==> src/rtl/smag_pkg.sv <==
// Shared types for the sign-magnitude add/subtract scheduler.
// Carries the default magnitude width, the operand struct and the FSM state encoding.
package smag_pkg;

    localparam int WIDTH = 16;

    typedef struct packed {
        logic             sign;
        logic [WIDTH-1:0] mag;
    } smag_t;

    typedef enum logic [2:0] {
        IDLE,
        CMP,
        SUM,
        DIF,
        RESP
    } state_t;

endpackage

==> src/rtl/smag_mag_addsub.sv <==
// Shared WIDTH-bit magnitude unit: Kogge-Stone adder/subtractor plus magnitude comparator.
// Subtraction is x + ~y + 1, so cout is the "no borrow" flag when sub=1.
module smag_mag_addsub #(
    parameter int WIDTH = 16
) (
    input  logic [WIDTH-1:0] x,
    input  logic [WIDTH-1:0] y,
    input  logic             sub,
    output logic [WIDTH-1:0] result,
    output logic             cout,
    output logic             gt,
    output logic             eq
);

    localparam int LEVELS = $clog2(WIDTH);

    logic [WIDTH-1:0] w_ye;
    logic [WIDTH-1:0] w_hs;
    logic [WIDTH-1:0] w_g;
    logic [WIDTH-1:0] w_p;
    logic [WIDTH-1:0] w_gn;
    logic [WIDTH-1:0] w_pn;
    logic [WIDTH-1:0] w_c;

    // Each level merges (G,P) pairs at distance 2^l; after LEVELS levels
    // bit i holds the group generate/propagate over [i:0].
    always_comb begin
        // NOTE: every variable gets a value before any branch or loop, so no latch is inferred.
        w_ye = sub ? ~y : y;
        w_hs = x ^ w_ye;
        w_g  = x & w_ye;
        w_p  = w_hs;
        w_gn = w_g;
        w_pn = w_p;
        for (int l = 0; l < LEVELS; l++) begin
            w_gn = w_g;
            w_pn = w_p;
            for (int i = (1 << l); i < WIDTH; i++) begin
                w_gn[i] = w_g[i] | (w_p[i] & w_g[i-(1 << l)]);
                w_pn[i] = w_p[i] & w_p[i-(1 << l)];
            end
            w_g = w_gn;
            w_p = w_pn;
        end
    end

    assign w_c    = {w_g[WIDTH-2:0] | (w_p[WIDTH-2:0] & {(WIDTH-1){sub}}), sub};
    assign result = w_hs ^ w_c;
    assign cout   = w_g[WIDTH-1] | (w_p[WIDTH-1] & sub);

    assign gt = (x > y);
    assign eq = (x == y);

endmodule

==> src/rtl/smag_addsub_sched.sv <==
// Round-robin scheduler that time-shares one magnitude add/sub unit between NREQ requesters,
// producing the sign-magnitude sum and difference of each accepted operand pair.
module smag_addsub_sched #(
    parameter int WIDTH = smag_pkg::WIDTH,
    parameter int NREQ  = 2
) (
    input  logic                        clk,
    input  logic                        rst_n,
    input  logic [NREQ-1:0]             req_valid,
    input  logic [NREQ*(WIDTH+1)-1:0]   req_a,
    input  logic [NREQ*(WIDTH+1)-1:0]   req_b,
    output logic [NREQ-1:0]             req_ready,
    output logic                        rsp_valid,
    input  logic                        rsp_ready,
    output logic [$clog2(NREQ)-1:0]     rsp_id,
    output logic [WIDTH:0]              rsp_s,
    output logic [WIDTH:0]              rsp_d,
    output logic                        rsp_sc,
    output logic                        rsp_dc,
    output logic                        busy
);

    import smag_pkg::*;

    localparam int IDW = $clog2(NREQ);

    state_t           r_state;
    state_t           w_next;
    logic [WIDTH:0]   r_a;
    logic [WIDTH:0]   r_b;
    logic [WIDTH:0]   r_s;
    logic [WIDTH:0]   r_d;
    logic             r_sc;
    logic             r_dc;
    logic             r_agt;
    logic             r_eq;
    logic [IDW-1:0]   r_id;
    logic [IDW-1:0]   r_last;

    logic             w_gnt_any;
    logic [IDW-1:0]   w_gnt_idx;
    logic [NREQ-1:0]  w_gnt_hot;
    logic [WIDTH:0]   w_sel_a;
    logic [WIDTH:0]   w_sel_b;
    logic             w_xfer;
    int               w_cand;

    logic [WIDTH-1:0] w_ux;
    logic [WIDTH-1:0] w_uy;
    logic             w_usub;
    logic [WIDTH-1:0] w_ures;
    logic             w_ucout;
    logic             w_ugt;
    logic             w_ueq;

    logic             w_sx;
    logic             w_sy;
    logic             w_same;
    logic             w_rsign;
    logic             w_rc;

    // Round-robin: scan starting one past the last winner, first valid requester wins.
    always_comb begin
        w_gnt_any = 1'b0;
        w_gnt_idx = '0;
        w_gnt_hot = '0;
        w_sel_a   = '0;
        w_sel_b   = '0;
        w_cand    = 0;
        for (int k = 0; k < NREQ; k++) begin
            w_cand = int'(r_last) + 1 + k;
            if (w_cand >= NREQ)
                w_cand = w_cand - NREQ;
            for (int j = 0; j < NREQ; j++) begin
                if (!w_gnt_any && (j == w_cand) && req_valid[j]) begin
                    w_gnt_any    = 1'b1;
                    w_gnt_idx    = IDW'(j);
                    w_gnt_hot[j] = 1'b1;
                    w_sel_a      = req_a[j*(WIDTH+1) +: WIDTH+1];
                    w_sel_b      = req_b[j*(WIDTH+1) +: WIDTH+1];
                end
            end
        end
    end

    assign req_ready = (rst_n && (r_state == IDLE)) ? w_gnt_hot : '0;
    assign w_xfer    = |req_ready;

    always_comb begin
        w_next = r_state;
        unique case (r_state)
            IDLE:    if (w_xfer) w_next = CMP;
            CMP:     w_next = SUM;
            SUM:     w_next = DIF;
            DIF:     w_next = RESP;
            RESP:    if (rsp_ready) w_next = IDLE;
            default: w_next = IDLE;
        endcase
    end

    // DIF is A + (-B): only B's effective sign changes.
    assign w_sx   = r_a[WIDTH];
    assign w_sy   = (r_state == DIF) ? ~r_b[WIDTH] : r_b[WIDTH];
    assign w_same = (w_sx == w_sy);

    // Unlike signs subtract smaller from larger, using the flags registered in CMP.
    always_comb begin
        w_ux   = '0;
        w_uy   = '0;
        w_usub = 1'b0;
        if (r_state == CMP) begin
            w_ux = r_a[WIDTH-1:0];
            w_uy = r_b[WIDTH-1:0];
        end else if ((r_state == SUM) || (r_state == DIF)) begin
            w_usub = ~w_same;
            if (w_same || r_agt || r_eq) begin
                w_ux = r_a[WIDTH-1:0];
                w_uy = r_b[WIDTH-1:0];
            end else begin
                w_ux = r_b[WIDTH-1:0];
                w_uy = r_a[WIDTH-1:0];
            end
        end
    end

    smag_mag_addsub #(
        .WIDTH (WIDTH)
    ) u_mag (
        .x      (w_ux),
        .y      (w_uy),
        .sub    (w_usub),
        .result (w_ures),
        .cout   (w_ucout),
        .gt     (w_ugt),
        .eq     (w_ueq)
    );

    // A zero magnitude is always +0 unless it is the wrapped result of an overflow.
    always_comb begin
        w_rc    = w_same & w_ucout;
        w_rsign = 1'b0;
        if (w_same) begin
            if (w_ucout || (|w_ures))
                w_rsign = w_sx;
        end else if (!r_eq) begin
            w_rsign = r_agt ? w_sx : w_sy;
        end
    end

    always_ff @(posedge clk or negedge rst_n) begin
        if (!rst_n)
            r_state <= IDLE;
        else
            // NOTE: sequential state uses non-blocking assignments so all registers update together.
            r_state <= w_next;
    end

    always_ff @(posedge clk or negedge rst_n) begin
        if (!rst_n) begin
            r_a    <= '0;
            r_b    <= '0;
            r_id   <= '0;
            r_last <= IDW'(NREQ - 1);
            r_agt  <= 1'b0;
            r_eq   <= 1'b0;
            r_s    <= '0;
            r_sc   <= 1'b0;
            r_d    <= '0;
            r_dc   <= 1'b0;
        end else begin
            if (w_xfer) begin
                r_a    <= w_sel_a;
                r_b    <= w_sel_b;
                r_id   <= w_gnt_idx;
                r_last <= w_gnt_idx;
            end
            if (r_state == CMP) begin
                r_agt <= w_ugt;
                r_eq  <= w_ueq;
            end
            if (r_state == SUM) begin
                r_s  <= {w_rsign, w_ures};
                r_sc <= w_rc;
            end
            if (r_state == DIF) begin
                r_d  <= {w_rsign, w_ures};
                r_dc <= w_rc;
            end
        end
    end

    assign rsp_valid = (r_state == RESP);
    assign busy      = (r_state != IDLE);
    assign rsp_id    = r_id;
    assign rsp_s     = r_s;
    assign rsp_d     = r_d;
    assign rsp_sc    = r_sc;
    assign rsp_dc    = r_dc;

endmodule
==> config.mk <==
export PLATFORM = sky130hd
export DESIGN_NAME = smag_addsub_sched
export DESIGN_NICKNAME = d
export VERILOG_FILES = /design/src/rtl/smag_pkg.sv /design/src/rtl/smag_mag_addsub.sv /design/src/rtl/smag_addsub_sched.sv
export SDC_FILE = /design/constraint.sdc
export NUM_CORES = 1
export LEC_CHECK = 0
export BUFFER_PORTS_ARGS = -buffer_cell sky130_fd_sc_hd__buf_4
export CORE_ASPECT_RATIO = 0.6
export CORE_MARGIN = 3
export CORE_UTILIZATION = 59
export CTS_CLUSTER_SIZE = 40
export DETAILED_ROUTE_END_ITERATION = 10
export PLACE_DENSITY = 0.84
export SLEW_MARGIN = 40
export SYNTH_ARGS = -nofsm -noshare
export SYNTH_HDL_FRONTEND = slang
export SYNTH_SLANG_ARGS = --single-unit
export TNS_END_PERCENT = 20
==> constraint.sdc <==
create_clock -name clk -period 9.8 [get_ports clk]
set_input_delay 1.47 -clock clk [delete_from_list [all_inputs] [get_ports clk]]
set_output_delay 1.47 -clock clk [all_outputs]
set_load 0.01 [all_outputs]
==> Word level (Yosys, flattened, before mapping) <==
Cells that the tools add are included.
{ "word_totals": {"reg_bits": 77, "inputBits": 73, "out_inout_bits": 41, "wordCells": 244} }
{ "classes": {"addsub": 4, "n_lt_le_gt_ge": 3, "n_eq_ne": 10, "n_mux": 36, "n_bitwise": 158, "reduce_logical": 22} }
{ "op_table": {"columns": ["operator", "count"], "rows": [
  ["17-bit 2-to-1 mux", 8],
  ["16-bit 2-to-1 mux", 7],
  ["1-bit AND", 100],
  ["2-bit by 32-bit equality test with 1-bit output (first input constant)", 2],
  ["32-bit zero test", 2],
  ["32-bit 2-to-1 mux", 2],
  ["1-bit bitwise OR", 50],
  ["32-bit by 3-bit greater-or-equal comparator with 1-bit output (second input constant)", 1],
  ["32-bit by 3-bit subtractor with 32-bit output (second input constant)", 1],
  ["16-bit bitwise XOR", 2],
  ["16-bit AND", 1],
  ["16-bit equality test", 1],
  ["16-bit > comparator", 1],
  ["16-bit inverter", 1],
  ["16-bit OR reduction", 1],
  ["15-bit AND", 1],
  ["1-bit 2-to-1 mux", 15],
  ["15-bit bitwise OR", 1],
  ["3-bit case mux with 5 select lines", 1],
  ["1-bit logical AND", 8],
  ["3-bit by 2-bit equality test with 1-bit output (second input constant)", 2],
  ["3-bit 2-to-1 mux", 2],
  ["1-bit logical OR", 4],
  ["3-bit by 2-bit subtractor with 4-bit output (second input constant)", 1],
  ["15 further kinds", 18]
]} }

==> Logic depth before layout (Yosys ltp) <==
Gate-level depths: netlist of the first run.
{ "depth": {"depth_word": 24, "mapped_depth": 19, "mapped_depth_nobuf": 16} }

==> Cells and area by module <==
From an unflattened synthesis of the first run, not the netlist that was laid out.
{ "unflattened": {"hier_cells": 510, "hier_area_um2": 5043.6} }
{ "modules_own_cells": {"columns": ["mod", "n_inst", "cells_each", "area_each_um2", "seq_area_each_um2"], "rows": [
  ["smag_addsub_sched", 1, 328, 3678.5, 1928.1],
  ["smag_mag_addsub", 1, 182, 1365.1, 0.0]
]} }

==> Least setup slack after synthesis of the first run <==
No wires, ideal clock.
{ "synth_path": {"kind": "register to register", "startpoint": "register r_b[16]", "endpoint": "register r_s[15], in the netlist rsp_s[15]", "setup_ns": 0.077, "arrival_time_ns": 4.271, "required_ns": 9.723, "path_slack_ns": 5.452, "stages_incl_launch_ff": 20, "n_path_buf": 4, "synth_period_minus_slack_ns": 4.348, "path_cell_list": "dfrtp_1 -> buf_6 -> xnor2_2 -> xor2_2 -> and2_1 -> clkbuf_1 -> clkbuf_1 -> clkbuf_1 -> nand2_1 -> a21oi_1 -> ha_1 -> a21o_1 -> a2111oi_4 -> a211o_2 -> o21ai_2 -> a221oi_2 -> nor2b_1 -> o21a_1 -> or2_2 -> o21ai_1"} }
{ "synth_between": {"elab_chain_cells": 20, "elab_cells_between_ends": 63, "cone_classes": "eq/ne (1); mux (10); bitwise (50); reduce/logical (2)"} }
{ "synth_lines": {"columns": ["item", "line_no", "text"], "rows": [
  ["from (decl)", "smag_addsub_sched.sv:30", "logic [WIDTH:0] r_b;"],
  ["from (signal assigned)", "smag_addsub_sched.sv:173", "r_b <= w_sel_b;"],
  ["1-bit inverter", "smag_addsub_sched.sv:103", "assign w_sy = (r_state == DIF) ? ~r_b[WIDTH] : r_b[WIDTH];"],
  ["1-bit 2-to-1 mux (*)", "smag_addsub_sched.sv:103", null],
  ["1-bit equality test (*)", "smag_addsub_sched.sv:104", "assign w_same = (w_sx == w_sy);"],
  ["1-bit logical OR (2 in series)", "smag_addsub_sched.sv:116", "if (w_same || r_agt || r_eq) begin"],
  ["16-bit 2-to-1 mux", "smag_addsub_sched.sv:116", null],
  ["16-bit 2-to-1 mux", "smag_addsub_sched.sv:114", "end else if ((r_state == SUM) || (r_state == DIF)) begin"],
  ["16-bit 2-to-1 mux", "smag_addsub_sched.sv:111", "if (r_state == CMP) begin"],
  ["16-bit inverter", "smag_mag_addsub.sv:29", "w_ye = sub ? ~y : y;"],
  ["(+3 left out)", null, null],
  ["1-bit bitwise OR / 1-bit AND (equally long branches)", "smag_mag_addsub.sv:39", "w_gn[i] = w_g[i] | (w_p[i] & w_g[i-(1 << l)]);"],
  ["1-bit AND / 1-bit bitwise OR (equally long branches)", "smag_mag_addsub.sv:39", null],
  ["1-bit bitwise OR / 1-bit AND (equally long branches)", "smag_mag_addsub.sv:39", null],
  ["1-bit AND / 1-bit bitwise OR (equally long branches)", "smag_mag_addsub.sv:39", null],
  ["1-bit bitwise OR / 1-bit AND (equally long branches)", "smag_mag_addsub.sv:39", null],
  ["1-bit bitwise OR", "smag_mag_addsub.sv:39", null],
  ["15-bit bitwise OR", "smag_mag_addsub.sv:47", "assign w_c = {w_g[WIDTH-2:0] | (w_p[WIDTH-2:0] & {(WIDTH-1){sub}}), sub};"],
  ["16-bit bitwise XOR (*)", "smag_mag_addsub.sv:48", "assign result = w_hs ^ w_c;"],
  ["to (signal assigned)", "smag_addsub_sched.sv:182", "r_s <= {w_rsign, w_ures};"],
  ["to (decl)", "smag_addsub_sched.sv:31", "logic [WIDTH:0] r_s;"]
]} }
Every way passes the cells marked *; elsewhere a longest branch is shown, timed or not.
A chain may end at the register's enable or synchronous reset.

==> Final worst setup path of the first run <==
{ "layout_path": {"startpoint": "register r_state[0]", "endpoint": "register r_d[16], in the netlist rsp_d[16]"} }
{ "layout_between": {"elab_chain_cells": 24, "elab_cells_between_ends": 179, "cone_classes": "eq/ne (4); mux (14); bitwise (156); reduce/logical (5)"} }
{ "layout_lines": {"columns": ["item", "line_no", "text"], "rows": [
  ["from (decl)", "smag_addsub_sched.sv:27", "state_t r_state;"],
  ["from (signal assigned)", "smag_addsub_sched.sv:155", "r_state <= w_next;"],
  ["3-bit by 2-bit equality test with 1-bit output", "smag_addsub_sched.sv:103, smag_addsub_sched.sv:114, smag_addsub_sched.sv:185", null],
  ["1-bit 2-to-1 mux", "smag_addsub_sched.sv:103", null],
  ["1-bit equality test", "smag_addsub_sched.sv:104", null],
  ["1-bit logical OR (2 in series)", "smag_addsub_sched.sv:116", null],
  ["16-bit 2-to-1 mux", "smag_addsub_sched.sv:116", null],
  ["16-bit 2-to-1 mux", "smag_addsub_sched.sv:114", null],
  ["16-bit 2-to-1 mux", "smag_addsub_sched.sv:111", null],
  ["16-bit inverter", "smag_mag_addsub.sv:29", null],
  ["(+7 left out)", null, null],
  ["1-bit bitwise OR / 1-bit AND (equally long branches)", "smag_mag_addsub.sv:39", null],
  ["1-bit bitwise OR", "smag_mag_addsub.sv:39", null],
  ["15-bit bitwise OR", "smag_mag_addsub.sv:47", null],
  ["16-bit bitwise XOR", "smag_mag_addsub.sv:48", null],
  ["16-bit OR reduction", "smag_addsub_sched.sv:143", "if (w_ucout || (|w_ures))"],
  ["1-bit logical OR", "smag_addsub_sched.sv:143", null],
  ["1-bit 2-to-1 mux", "smag_addsub_sched.sv:143", null],
  ["1-bit 2-to-1 mux", "smag_addsub_sched.sv:142", "if (w_same) begin"],
  ["to (signal assigned)", "smag_addsub_sched.sv:186", "r_d <= {w_rsign, w_ures};"],
  ["to (decl)", "smag_addsub_sched.sv:32", "logic [WIDTH:0] r_d;"]
]} }
Parallel ways exist; a longest one is shown, timed or not.

==> results.yml, run 1 <==
status:
  status: "completed"
setup_path:
  cpMostUsedCell: "a21o_1"
  worstReg2RegStart: "r_state[0]$_DFFE_PN0P_"
  cp.arrival_ns: 5.10
  start_kind: "register"
  crit_type: "reg2reg"
  slowest_stage: "dfrtp_1"
  r2r_cells: 17
  worst_ep_required_time_ns: 10.03
  critical-path-max-stage-delay_ns: 0.53
  reg2reg_to: "rsp_d[16]$_DFFE_PN0P_"
  crit_path_end_kind: "register"
  worst-r2r-setup-slack_ns: 4.93
  path_cells: "nand3b_1, buf_4, xor2_2, and2_2, nand2_1, a21o_1, xnor2_1, ha_1, a21o_1, a32oi_1, o21ai_0, a21oi_1, o21bai_1, xnor2_1, and4_1, a21o_1, a21oi_1"
  cp_max_fo: 38
placed_design:
  dp.final_hpwl_um: 9800
  place.gp.congestion: 0.892
  io_buffers: 113
  dp_slack_ns: 4.82
timing:
  setup_ws_ns: 4.93
  fin_crit_sh_pct: 49.7
  setup_tns_ns: 0
  max_slew.worst_pin.slew_ns: 0.692
  relSlewSlack_pct: 53.8
  setup-violations-final: 0
  maxSlewViolCount: 0
  rsz0062_at_grt: "false"
  max_freq_mhz: 205
  fin_crit_ns: 4.87
  hold_violations: 0
  fin_skew_ns: 0.00923
synth:
  synthDistinctLibCells: 61
  avgSynthCellArea_um2: 8.54
  synth-main-ff-cell: "dfrtp_1"
  synth-edff-count: 0
  ys_async_sr_fraction_pct: 100
  synth_top_area_share_pct: 38.3
  yosysWarnings: 0
  yosys-top-cells-area: "dfrtp_1 38%, nand2_1 12%, ha_1 8.1%, a22oi_1 5.1%, o21ai_0 4.7%"
  syn_inst: 581
  ys_seq_elements: 77
  netlist_area_um2: 4960
  post-synth-top-area-cell: "dfrtp_1"
  yosysSeqAreaShare_pct: 38.9
  syn_nets: 686
die:
  pin_count: 114
  fp.dieW_um: 124
  initial_utilization_pct: 62.0
  die_h_um: 77.0
  num_rows: 25
  core_um2: 8010
  dieArea_um2: 9580
clock_network:
  cts_buffer_depth: 2
  cts-buffers-inserted: 9
  cts_tree: "yes"
  ctsHoldBuffers: 0
  htree_levels: 3
  cts_setup_buffers: 0
  clock-sinks: 77
  path_clk_slew_ns: 0.06
  clock_latency_ns: 0.35
  post_cts_resized: 0
  cts-root-buf: "clkbuf_16"
grt:
  grt_use_total_pct: 28.3
  grt_max_degree: 79
  grt_overflow: 0
  grt_pass1_vias: 4545
  grt_pass1_wl_um: 22100
  antenna_found_initial: 0
drt:
  vias_per_cell: 5.91
  drt_first_pass_iters: 5
  finalWirelength_um: 13000
  vias: 4672
  final_antenna_net_count: 0
  drc: 0
  drtIter0Drc: 355
  routedWlPerCell_um: 16.4
worst_hold_path:
  hp-start: "rsp_s[13]$_DFFE_PN0P_"
  min_path_cells: 2
  min_path_type: "reg2reg"
  min_to: "rsp_s[13]$_DFFE_PN0P_"
run:
  maxCapViolations: 0
finish:
  nNetsFinal: 782
  n_fill_cell: 566
  antenna_cells: 0
  syn_to_final_growth_pct: 23.8
  layout-drive-gt1-share_pct: 23.5
==> logic make-up (layout without fill, tap and decap cells) <==
| kind of cell | count (synthesis) | in the layout | synth area share, % |
|---|---|---|---|
| AOI/OAI and AO/OA | 164 | 164 | 22.2 |
| xor gates and xnor gates | 33 | 33 | 6.43 |
| adders and majority gates | 32 | 32 | 8.07 |
| buffers and inverters | 40 | 141 | 3.58 |
| DFF | 77 | 77 | 38.9 |
| muxes | 2 | 2 | 0.404 |
| and+or+nand+nor | 233 | 233 | 20.5 |
==> worst max path at each step <==
stage                     slack [ns]                     to                    from
after global placement          5.02  rsp_s[15]$_DFFE_PN0P_  r_state[0]$_DFFE_PN0P_
after floorplan                 5.45  rsp_s[15]$_DFFE_PN0P_     r_b[16]$_DFFE_PN0P_
final                           4.93  rsp_d[16]$_DFFE_PN0P_  r_state[0]$_DFFE_PN0P_
after CTS                       4.76  rsp_d[15]$_DFFE_PN0P_  r_state[0]$_DFFE_PN0P_
after global routing            4.59  rsp_d[16]$_DFFE_PN0P_  r_state[0]$_DFFE_PN0P_
after detailed placement        4.82  rsp_d[15]$_DFFE_PN0P_  r_state[0]$_DFFE_PN0P_
==> cells in the final DEF, fill, tap and decap left out, types with 10 or more instances in the layout <==
| master | instances |
|---|---|
| a21o_1 | 21 |
| a21oi_1 | 26 |
| a22oi_1 | 34 |
| buf_4 | 117 |
| dfrtp_1 | 76 |
| ha_1 | 32 |
| nand2_1 | 162 |
| nor2_1 | 15 |
| nor3_1 | 10 |
| o21ai_0 | 47 |
| xnor2_1 | 21 |
==> per-stage QoR <==
stage                     cells  util, %  area, µm²  hold slack, ns
after global placement      774     73.0       5850           0.464
after floorplan             581        -       4960           0.467
final                       790     76.7       6140           0.484
after CTS                   790     76.7       6140           0.487
after global routing        790     76.7       6140           0.515
after detailed placement    774     73.2       5860           0.474
==> synth_stat cells (2+ instances only) <==
cell type / instances
xor2_1: 9
nor4_1: 2
and3_1: 2
a21oi_1: 26
a211oi_1: 5
or2_2: 3
buf_4: 3
o211ai_1: 2
xnor2_1: 21
o21a_1: 5
nor2_1: 17
mux2i_1: 2
nand2b_1: 4
nand2_1: 163
o21ai_1: 2
ha_1: 32
a21o_1: 21
a31oi_1: 2
nand4_1: 5
o21bai_1: 2
o21ai_0: 47
a22oi_1: 34
and2_2: 3
a22o_1: 4
buf_6: 2
and4_1: 2
a32oi_1: 2
and2_1: 2
nand3_1: 4
o21ai_2: 2
nor3_1: 10
dfrtp_1: 76
inv_1: 7
nor2b_1: 5
clkbuf_1: 27
==> registers in the layout (all words and copies together) (netlist names) <==
register  count
r_a          17
r_b          17
rsp_d        17
rsp_s        17
r_state       3
r_agt         1
r_eq          1
r_last        1
rsp_dc        1
rsp_id        1
rsp_sc        1
==> layer usage <==
layer	track usage (%)	wire length, µm	up-vias
met5	0	0	-
met4	7.33	174	0
met3	8.42	1060	19
met2	43.6	5840	193
met1	39.3	5900	2238
li1	-	-	2222
==> critical path: cells and delay by family, from the launching register on <==
| kind | cells | cell delay [ns] |
|---|---|---|
| simple gates | 4 | 1.06 |
| compound gates | 8 | 1.65 |
| flops | 1 | 0.53 |
| buf+inv | 1 | 0.35 |
| fa+ha+maj | 1 | 0.40 |
| xor+xnor | 3 | 0.74 |
==> final cells by class <==
| cell class | count | area (µm²) | area share, % |
|---|---|---|---|
| Sequential cell | 77 | 1930 | 31.4 |
| Tap cell | 108 | 135 | 2.20 |
| Timing Repair Buffer | 118 | 890 | 14.5 |
| Inverter | 7 | 26.3 | 0.428 |
| Clock buffer | 10 | 239 | 3.89 |
| Multi-Input combinational cell | 464 | 2890 | 47.0 |
| Clock inverter | 6 | 38.8 | 0.631 |
Power of run 1 is not shown: default switching activity piles up to over one toggle a cycle in this logic, so the estimate is an artifact.
==> run 2: changes to the inputs <==
Settings changed: CORE_UTILIZATION 59 to 55, PLACE_DENSITY 0.84 to 0.79.
Clock period 9.8 ns to 4.6 ns, I/O delays scaled along.
==> run 2 against run 1 <==
Sequential share of layout area fell by 0.38 points. Global-route usage fell by 1.1 points. Clock-buffer cell count unchanged. Setup slack worse by 4.7 ns. Register-to-register slack lost 4.7 ns. Die area is 6.8% higher. Wire length increased by 4.5%. Core utilization decreased by 4.8 points. Critical endpoint is now rsp_s[16]$_DFFE_PN0P_.
==> results.yml, run 2 (same netlist as run 1, synthesis figures left out) <==
drt:
  vias: 4711
  routed-wl-met3_um: 962
  finalWirelength_um: 13600
  drc: 0
  routedWlPerCell_um: 17.0
  final_antenna_net_count: 0
  drtIter0Drc: 333
  vias_per_cell: 5.90
  met2_length_um: 6280
  dr.max_layer_used: "met4"
  drt-met1-wl_um: 6140
  drt_first_pass_iters: 5
timing:
  relSlewSlack_pct: 51.5
  fin_crit_sh_pct: 94.1
  maxSlewViolCount: 0
  setup-violations-final: 0
  setup_ws_ns: 0.270
  max_slew.worst_pin.slew_ns: 0.726
  max_freq_mhz: 231
  setup_tns_ns: 0
  hold_violations: 0
  fin_skew_ns: 0.00486
  fin_crit_ns: 4.33
  rsz0062_at_grt: "false"
placed_design:
  dp.final_hpwl_um: 10300
  place.gp.congestion: 1.01
  placedInstanceArea_um2: 5900
  dp_slack_ns: 0.320
  io_buffers: 113
run:
  maxCapViolations: 0
setup_path:
  start_kind: "register"
  path_buf_inv: 2
  path_cells: "nand3b_1, xor2_2, buf_4, nand2_1, buf_4, nand2_1, a21o_1, xnor2_1, ha_1, a21o_1, a2111oi_4, a211o_2, xor2_1, nand4_1, and4b_1, and4_1, a21o_1, a21oi_1"
  cp.arrival_ns: 4.55
  worst_ep_required_time_ns: 4.82
  crit_type: "reg2reg"
  critical-path-max-stage-delay_ns: 0.46
  cp_max_fo: 21
  cpMostUsedCell: "a21o_1"
  slowest_stage: "dfrtp_1"
  crit_path_end_kind: "register"
  critPathTopFamily: "compound AO/OA/AOI/OAI gates"
clock_network:
  cts-buffers-inserted: 9
  cts-root-buf: "clkbuf_16"
  cts_tree: "yes"
  clock-sinks: 77
  cts_buffer_depth: 2
  path_clk_slew_ns: 0.06
  htree_levels: 3
  clock_latency_ns: 0.34
die:
  pin_count: 114
  fp.dieW_um: 129
  num_rows: 26
  initial_utilization_pct: 57.3
  die_h_um: 79.6
  core_um2: 8650
  dieArea_um2: 10200
status:
  status: "completed"
grt:
  grt_pass1_vias: 4579
  grt_max_degree: 78
  grt_pass1_wl_um: 22000
  grt_overflow: 0
  antenna_found_initial: 0
  grt_use_total_pct: 27.1
finish:
  register_area_um2: 1930
  antenna_cells: 0
  nNetsFinal: 787
  layout-drive-gt1-share_pct: 24.2
  n_fill_cell: 683
  most-common-layout-cells: "163 x nand2_1, 122 x buf_4, 75 x dfrtp_1"
  syn_to_final_growth_pct: 25.4
  multi_input_area_um2: 2890
  fin_util_pct: 71.9
  layout_commonest_cell: "nand2_1"
  finalInstanceArea_um2: 6220
worst_hold_path:
  min_path_type: "in2async"
-- run 2: cell count changes in the layout (fill, tap and decap cells not counted), sizes merged --
cell,previous run,this run
bufinv,0,2
buf,118,123
clkinv,4,3
clkinvlp,2,0
-- run 2: final cells by class --
type                    count  area share [%]
multi-input cells         464            46.4
clock buffers              10            3.84
flip-flops and latches     77            31.0
repair buffers            123            14.9
clock inverters             5            1.21
well taps                 112            2.25
inverters                   7           0.422
-- run 2: final timing paths --
kind                                   startpoint               endpoint  slack, ns  depth (start not counted)
max                        r_state[2]$_DFFE_PN0P_  rsp_s[16]$_DFFE_PN0P_       0.27                         18
min                                         rst_n    r_a[13]$_DFFE_PN0P_       0.45                          2
max reg2reg                r_state[2]$_DFFE_PN0P_  rsp_s[16]$_DFFE_PN0P_       0.27                         18
min reg2reg                 rsp_s[11]$_DFFE_PN0P_  rsp_s[11]$_DFFE_PN0P_       0.48                          2
max in group asynchronous                   rst_n     r_b[5]$_DFFE_PN0P_       3.61                          2
min in group clk            rsp_s[11]$_DFFE_PN0P_  rsp_s[11]$_DFFE_PN0P_       0.48                          2
-- run 2: what timing repair did --
| item | CTS | global route |
|---|---|---|
| setup buffers | 0 | 0 |
| hold buffers | 0 | 0 |
| setup endpoints to repair | 0 | 2 |
| gates resized for setup | 0 | 5 |
| hold endpoints to repair | 0 | 0 |
-- run 2: per-layer routing --
layer | GRT usage (%) | vias up
li1 | - | 2240
met1 | 37.0 | 2263
met2 | 44.2 | 185
met3 | 5.55 | 23
met4 | 7.76 | 0
met5 | 0 | -
-- run 2: per-stage QoR --
| stage | std cells | hold WS (ns) |
|---|---|---|
| after floorplan | 581 | 0.394 |
| after global placement | 783 | 0.467 |
| after detailed placement | 783 | 0.474 |
| after CTS | 798 | 0.486 |
| after global routing | 798 | 0.509 |
| final | 798 | 0.452 |
Power of run 2 is left out for the same reason.
